### src/rtl/dot_chunk_accumulator_if.sv
// Handshake bundle between the adder-tree front end, the chunk accumulator and its consumer.
interface dot_chunk_accumulator_if;
  logic       in_valid;
  logic       in_last;
  logic       in_ready;
  logic [7:0] sum_in;
  logic [3:0] shift_in;
  logic [7:0] out_data;
  logic       out_valid;
  logic       out_ready;
  logic       sat_flag;

  modport master (
    output in_valid, in_last, sum_in, shift_in, out_ready,
    input  in_ready, out_data, out_valid, sat_flag
  );

  modport slave (
    input  in_valid, in_last, sum_in, shift_in, out_ready,
    output in_ready, out_data, out_valid, sat_flag
  );
endinterface

### src/rtl/dot_chunk_accumulator.sv
// Accumulates per-chunk adder-tree sums into a signed dot product, requantizes it to int8
// and queues results behind a valid/ready output, issuing upstream credits via in_ready.
module dot_chunk_accumulator #(
  parameter int TreeLatency = 3,
  parameter int AccWidth    = 16,
  parameter int FifoDepth   = 4
) (
  input  logic                   clk_in,
  input  logic                   rst_in,
  dot_chunk_accumulator_if.slave bus
);

  localparam int PtrW = $clog2(FifoDepth);
  localparam int CntW = $clog2(FifoDepth + 1);
  localparam int LifW = $clog2(TreeLatency + 1);
  localparam int CrdW = ((CntW > LifW) ? CntW : LifW) + 1;
  localparam int RqW  = AccWidth + 1;

  localparam logic signed [RqW-1:0] AccMax = {2'b00, {(AccWidth - 1){1'b1}}};
  localparam logic signed [RqW-1:0] AccMin = {2'b11, {(AccWidth - 1){1'b0}}};
  localparam logic signed [RqW-1:0] OutMax = {{(RqW - 7){1'b0}}, 7'h7F};
  localparam logic signed [RqW-1:0] OutMin = {{(RqW - 7){1'b1}}, 7'h00};

  function automatic logic clips(input logic signed [RqW-1:0] v, lo, hi);
    clips = (v < lo) || (v > hi);
  endfunction

  function automatic logic signed [RqW-1:0] clamp(input logic signed [RqW-1:0] v, lo, hi);
    if (v < lo) begin
      clamp = lo;
    end else if (v > hi) begin
      clamp = hi;
    end else begin
      clamp = v;
    end
  endfunction

  logic [TreeLatency-1:0] dl_valid_q, dl_valid_d;
  logic [TreeLatency-1:0] dl_last_q, dl_last_d;
  logic [AccWidth-1:0]    acc_q, acc_d;
  logic [7:0]             mem_q [FifoDepth];
  logic [PtrW-1:0]        wr_ptr_q, wr_ptr_d;
  logic [PtrW-1:0]        rd_ptr_q, rd_ptr_d;
  logic [CntW-1:0]        count_q, count_d;
  logic                   sat_q, sat_d;

  logic                   take_s, emerge_s, push_s, pop_s;
  logic                   acc_clip_s, rq_clip_s;
  logic [LifW-1:0]        lif_s;
  logic signed [RqW-1:0]  next_wide_s, next_sat_s, rnd_s, rq_wide_s;
  logic [7:0]             rq_data_s;

  // Lasts still inside the tree already own a FIFO slot.
  always_comb begin
    lif_s = {LifW{1'b0}};
    for (int i = 0; i < TreeLatency; i++) begin
      lif_s = lif_s + LifW'(dl_valid_q[i] & dl_last_q[i]);
    end
  end

  assign bus.in_ready  = (CrdW'(count_q) + CrdW'(lif_s)) < CrdW'(FifoDepth);
  assign bus.out_valid = (count_q != {CntW{1'b0}});
  assign bus.out_data  = bus.out_valid ? mem_q[rd_ptr_q] : 8'h00;
  assign bus.sat_flag  = sat_q;

  assign take_s   = bus.in_valid & bus.in_ready;
  assign emerge_s = dl_valid_q[TreeLatency-1];
  assign push_s   = emerge_s & dl_last_q[TreeLatency-1];
  assign pop_s    = bus.out_valid & bus.out_ready;

  // Saturating accumulate, then round-half-up shift and clip to int8.
  always_comb begin
    next_wide_s = $signed({acc_q[AccWidth-1], acc_q})
                + $signed({{(RqW - 8){bus.sum_in[7]}}, bus.sum_in});
    acc_clip_s  = clips(next_wide_s, AccMin, AccMax);
    next_sat_s  = clamp(next_wide_s, AccMin, AccMax);
    if (bus.shift_in == 4'd0) begin
      rnd_s     = {RqW{1'b0}};
      rq_wide_s = next_sat_s;
    end else begin
      rnd_s     = $signed({{(RqW - 1){1'b0}}, 1'b1} << (bus.shift_in - 4'd1));
      rq_wide_s = (next_sat_s + rnd_s) >>> bus.shift_in;
    end
    rq_clip_s = clips(rq_wide_s, OutMin, OutMax);
    rq_data_s = 8'(clamp(rq_wide_s, OutMin, OutMax));
  end

  // Next state for the delay line, accumulator, sticky flag and FIFO bookkeeping.
  always_comb begin
    dl_valid_d = dl_valid_q;
    dl_last_d  = dl_last_q;
    for (int i = TreeLatency - 1; i > 0; i--) begin
      dl_valid_d[i] = dl_valid_q[i-1];
      dl_last_d[i]  = dl_last_q[i-1];
    end
    dl_valid_d[0] = take_s;
    dl_last_d[0]  = take_s & bus.in_last;

    if (emerge_s) begin
      if (dl_last_q[TreeLatency-1]) begin
        acc_d = {AccWidth{1'b0}};
      end else begin
        acc_d = next_sat_s[AccWidth-1:0];
      end
    end else begin
      acc_d = acc_q;
    end

    sat_d    = sat_q | (emerge_s & (acc_clip_s | (push_s & rq_clip_s)));
    wr_ptr_d = push_s ? (wr_ptr_q + PtrW'(1'b1)) : wr_ptr_q;
    rd_ptr_d = pop_s  ? (rd_ptr_q + PtrW'(1'b1)) : rd_ptr_q;

    case ({push_s, pop_s})
      2'b10:   count_d = count_q + CntW'(1'b1);
      2'b01:   count_d = count_q - CntW'(1'b1);
      default: count_d = count_q;
    endcase
  end

  // State registers; storage is cleared too so nothing stale survives a reset.
  always_ff @(posedge clk_in or posedge rst_in) begin
    if (rst_in) begin
      dl_valid_q <= {TreeLatency{1'b0}};
      dl_last_q  <= {TreeLatency{1'b0}};
      acc_q      <= {AccWidth{1'b0}};
      wr_ptr_q   <= {PtrW{1'b0}};
      rd_ptr_q   <= {PtrW{1'b0}};
      count_q    <= {CntW{1'b0}};
      sat_q      <= 1'b0;
      for (int i = 0; i < FifoDepth; i++) begin
        mem_q[i] <= 8'h00;
      end
    end else begin
      dl_valid_q <= dl_valid_d;
      dl_last_q  <= dl_last_d;
      acc_q      <= acc_d;
      wr_ptr_q   <= wr_ptr_d;
      rd_ptr_q   <= rd_ptr_d;
      count_q    <= count_d;
      sat_q      <= sat_d;
      if (push_s) begin
        mem_q[wr_ptr_q] <= rq_data_s;
      end
    end
  end

endmodule

### src/flat_wrapper.sv
// flat-port wrapper written by rule: the top's interface ports become plain ports
module dot_chunk_accumulator_flat 
#(
  parameter int TreeLatency = 3,
  parameter int AccWidth    = 16,
  parameter int FifoDepth   = 4
)
  (clk_in, rst_in, bus_in_valid, bus_in_last, bus_sum_in, bus_shift_in, bus_out_ready, bus_in_ready, bus_out_data, bus_out_valid, bus_sat_flag);
  dot_chunk_accumulator_if bus_i ();
  input  logic clk_in;
  input  logic rst_in;
  input wire logic [$bits(bus_i.in_valid)-1:0] bus_in_valid;
  input wire logic [$bits(bus_i.in_last)-1:0] bus_in_last;
  input wire logic [$bits(bus_i.sum_in)-1:0] bus_sum_in;
  input wire logic [$bits(bus_i.shift_in)-1:0] bus_shift_in;
  input wire logic [$bits(bus_i.out_ready)-1:0] bus_out_ready;
  output wire logic [$bits(bus_i.in_ready)-1:0] bus_in_ready;
  output wire logic [$bits(bus_i.out_data)-1:0] bus_out_data;
  output wire logic [$bits(bus_i.out_valid)-1:0] bus_out_valid;
  output wire logic [$bits(bus_i.sat_flag)-1:0] bus_sat_flag;
  assign bus_i.in_valid = bus_in_valid;
  assign bus_i.in_last = bus_in_last;
  assign bus_i.sum_in = bus_sum_in;
  assign bus_i.shift_in = bus_shift_in;
  assign bus_i.out_ready = bus_out_ready;
  assign bus_in_ready = bus_i.in_ready;
  assign bus_out_data = bus_i.out_data;
  assign bus_out_valid = bus_i.out_valid;
  assign bus_sat_flag = bus_i.sat_flag;
  dot_chunk_accumulator #(.TreeLatency(TreeLatency), .AccWidth(AccWidth), .FifoDepth(FifoDepth)) u_core (.clk_in(clk_in), .rst_in(rst_in), .bus(bus_i));
endmodule
### config.mk
export PLATFORM = sky130hd
export DESIGN_NAME = dot_chunk_accumulator_flat
export DESIGN_NICKNAME = d
export VERILOG_FILES = /design/src/rtl/dot_chunk_accumulator_if.sv /design/src/rtl/dot_chunk_accumulator.sv /design/src/flat_wrapper.sv
export SDC_FILE = /design/constraint.sdc
export NUM_CORES = 1
export LEC_CHECK = 0
export CORE_ASPECT_RATIO = 1.4
export CORE_UTILIZATION = 55
export CTS_CLUSTER_SIZE = 20
export DETAILED_ROUTE_END_ITERATION = 12
export PLACE_DENSITY_LB_ADDON = 0.15
export SLEW_MARGIN = 20
export SYNTH_ARGS = -nofsm -noshare
export SYNTH_HDL_FRONTEND = slang
export SYNTH_SLANG_ARGS = --single-unit
### constraint.sdc
create_clock -name clk_in -period 6.4 [get_ports clk_in]
set_input_delay 1.28 -clock clk_in [delete_from_list [all_inputs] [get_ports clk_in]]
set_output_delay 1.28 -clock clk_in [all_outputs]
set_load 0.005 [all_outputs]
==> summary.txt <==
STA
  – Slew of the pin with the lowest slew margin: 0.880 ns
  – Final period util: 103%
  – Setup Skew: 0.0168 ns
  – Max-Slew Margin vs Limit: 41.3%
  – PnR worst setup slack: -0.212 ns
  – RSZ-0062 raised after global routing: true
  – Tmin final: 6.61 ns
  – Setup Viol. Count Final: 29
  – Final Max Tran Viols: 0
  – Hold violation total from the final report: 0
  – Achievable frequency: 0.151 GHz

Critical path
  – Peak fanout along the critical path: 7
  – WS Path Type: in -> reg
  – CP Capture Type: flop
  – CP Launch Type: input pin
  – Crit path DAT: 6.82 ns
  – WP data required: 6.61 ns

Global route
  – GRT Util Overall: 42.5%
  – Overflow after GRT: 0
  – Vias in the first global route: 6,993
  – Gr busiest metal: met2
  – Antenna violations before repair: 0
  – Largest net degree at the start of global routing: 63
  – Global-route wire length before repair: 34.5 mm
  – Met1 Use GR: 47.4%
  – Grt met2 use: 68.3%
  – Met3 GRT Util: 13.1%

CTS
  – Clk sinks: 62
  – Worst-skew pair later-pin latency: 0.34 ns
  – Clock tree from TritonCTS: built
  – Root Buffer: clkbuf_16
  – H-tree levels: 3
  – Cts hold-fix bufs: 0
  – Reg clk slew, reported paths: 0.06 ns
  – CTS Buf Count: 9
  – CTS Buffer Depth: 2

Drt
  – # DRC: 0
  – Post-route ant nets: 0
  – WL final: 23.1 mm
  – Drt initial violations: 764
  – Vias: 7,045
  – Per-cell routed wire length: 21.5 um
  – DR vias/cell: 6.58
  – Initial DRT Pass Iterations: 8

Outcome
  – Status: complete, but fails checks
  – Failing checks: setup timing

Synth
  – Nets in the synthesized netlist: 786
  – Async S/R FF share, synth: 100%
  – Synth Register Bits: 62
  – Post-synth design cell area: 5760 um2
  – Netlist cell types: 62
  – Cell count after synthesis: 727
  – Syn_area_per_cell: 7.92 um2
  – Ys Warns: 0
  – Main synth FF type: dfrtp_1
  – Register area share after synthesis: 27.0%
  – Number of flops mapped to enable cells by yosys: 0

Layout
  – Layout Cells excl Fill: 1,071
  – Most frequent cells in the layout: buf_4 (190), nand2_1 (86), dfrtp_1 (62)
  – Layout cell share with drive strength beyond 1: 36.2%
  – Area delta synth->final: 48.8%
  – Final net count: 990
  – # diodes: 0
  – Most common cell after layout, fill and taps aside: buf_4

Floorplan
  – Site row count: 43
  – Total die area: 10,900 um2
  – Core area: 10,100 um2
  – Starting Density: 57.2%
  – IO Count: 28
  – Chip Height: 123 um
  – Die X: 88.5 um

Placement
  – Detailed Place HPWL: 15.1 mm
  – Final RePlAce weighted congestion: 1.08
  – Dpl cells: 1,030
  – # port buffers: 27

Min path
  – Hold Path Class: reg -> reg

Job
  – Max Cap Violations: 0
[synth_stat cells, drive strengths merged, types with 5 or more instances]
library cell	number	area share, %
nor3	17	1.5
xor2	12	1.8
nand4	7	0.76
o21ai	77	6.7
ha	38	8.3
a21oi	54	4.7
mux2	7	1.4
buf	6	0.46
nand3	15	1.3
o21a	6	0.78
a211oi	12	1.8
a221oi	7	1.1
nand2b	9	0.98
nor2	49	3.2
xnor2	21	3.2
mux4	9	3.5
o22ai	18	2.0
a211o	7	1.1
a21o	7	0.91
and3	11	1.2
a31oi	7	0.76
and2	14	1.5
dfrtp	62	27
o31ai	5	0.65
mux2i	8	1.4
o211ai	8	1.0
clkbuf	30	2.0
nand2	90	5.9
inv	51	3.3
[stage by stage]
stage | utilization (%) | TNS, ns | hold slack [ns] | instance area (um2) | setup slack [ns]
6_report | 85.1 | -5.28 | 0.374 | 8570 | -0.212
4_1_cts | 82.1 | 0 | 0.375 | 8260 | 0.00754
5_1_grt | 85.1 | -16.37 | 0.384 | 8570 | -0.615
2_1_floorplan | - | -0.00188 | 0.354 | 5790 | -0.00188
3_5_place_dp | 73.8 | -29.97 | 0.360 | 7430 | -1.08
3_3_place_gp | 73.8 | -26.54 | 0.359 | 7430 | -0.944
[per-layer routing]
metal | wire length, um | up-vias
li1 | - | 3075
met2 | 11100 | 472
met3 | 2000 | 176
met1 | 8160 | 3322
met5 | 0 | -
met4 | 1820 | 0
[area by class of cell]
class | count | area, um2
Tap cell | 135 | 169
Multi-Input combinational cell | 578 | 4500
Timing Repair Buffer | 229 | 1830
Sequential cell | 62 | 1550
Clock inverter | 7 | 97.6
Fill cell | 571 | 1500
Inverter | 51 | 191
Clock buffer | 9 | 225
[worst max-delay path, stage by stage]
cell	delay (ns)
clkbuf_2	0.10
ha_4	0.23
a21oi_1	0.49
a211oi_2	0.19
o21ai_2	0.14
a21o_1	0.22
nand2_2	0.14
nor2_4	0.18
buf_6	0.14
nor2_4	0.04
buf_6	0.12
fa_2	0.38
nand2b_4	0.16
a211oi_4	0.28
buf_6	0.14
nor2b_4	0.04
o41ai_4	0.43
xor2_1	0.15
mux4_2	0.55
a211oi_2	0.27
nand3_1	0.11
o31a_1	0.35
buf_6	0.18
o21a_4	0.22
mux2_4	0.27
[worst paths after layout]
check | startpoint | end | slack, ns | depth (start not counted)
worst max-delay path | bus_sum_in[6] | u_core.mem_q[9]$_DFFE_PP0P_ | -0.21 | 25
worst min-delay path | u_core.dl_valid_q[0]$_DFF_PP0_ | u_core.dl_valid_q[1]$_DFF_PP0_ | 0.37 | 0
worst max register to register | u_core.acc_q[6]$_DFFE_PP0P_ | u_core.mem_q[9]$_DFFE_PP0P_ | 0.38 | 24
worst min register to register | u_core.dl_valid_q[0]$_DFF_PP0_ | u_core.dl_valid_q[1]$_DFF_PP0_ | 0.37 | 0
max in group asynchronous | rst_in | u_core.bus.sat_flag$_DFF_PP0_ | 4.37 | 3
min in group asynchronous | rst_in | u_core.acc_q[10]$_DFFE_PP0P_ | 1.48 | 3
[flip-flops by register name (all words and copies together) (netlist names)]
register,cells
u_core.dl_valid_q,3
u_core.mem_q,32
u_core.dl_last_q,3
u_core.wr_ptr_q,2
u_core.bus.sat_flag,1
u_core.count_q,3
u_core.rd_ptr_q,2
u_core.acc_q,16
[cell families after synthesis]
logic type      after synthesis  synth area share, %
fa+ha+maj                    46                 10.3
mux                          24                 6.28
xor+xnor                     33                 5.02
buf+inv                      87                 5.74
flops                        62                 27.0
compound gates              248                 27.7
simple gates                227                 18.0
[timing repair]
item	4_1_cts	5_1_grt
setup buffers	14	11
gates resized for setup	97	59
setup endpoints to repair	29	29
pin swaps	42	43
gates cloned	1	0
Power is left out: the tool's default activity adds up to more than one toggle a clock period on the data nets, which glitch-free logic cannot reach.
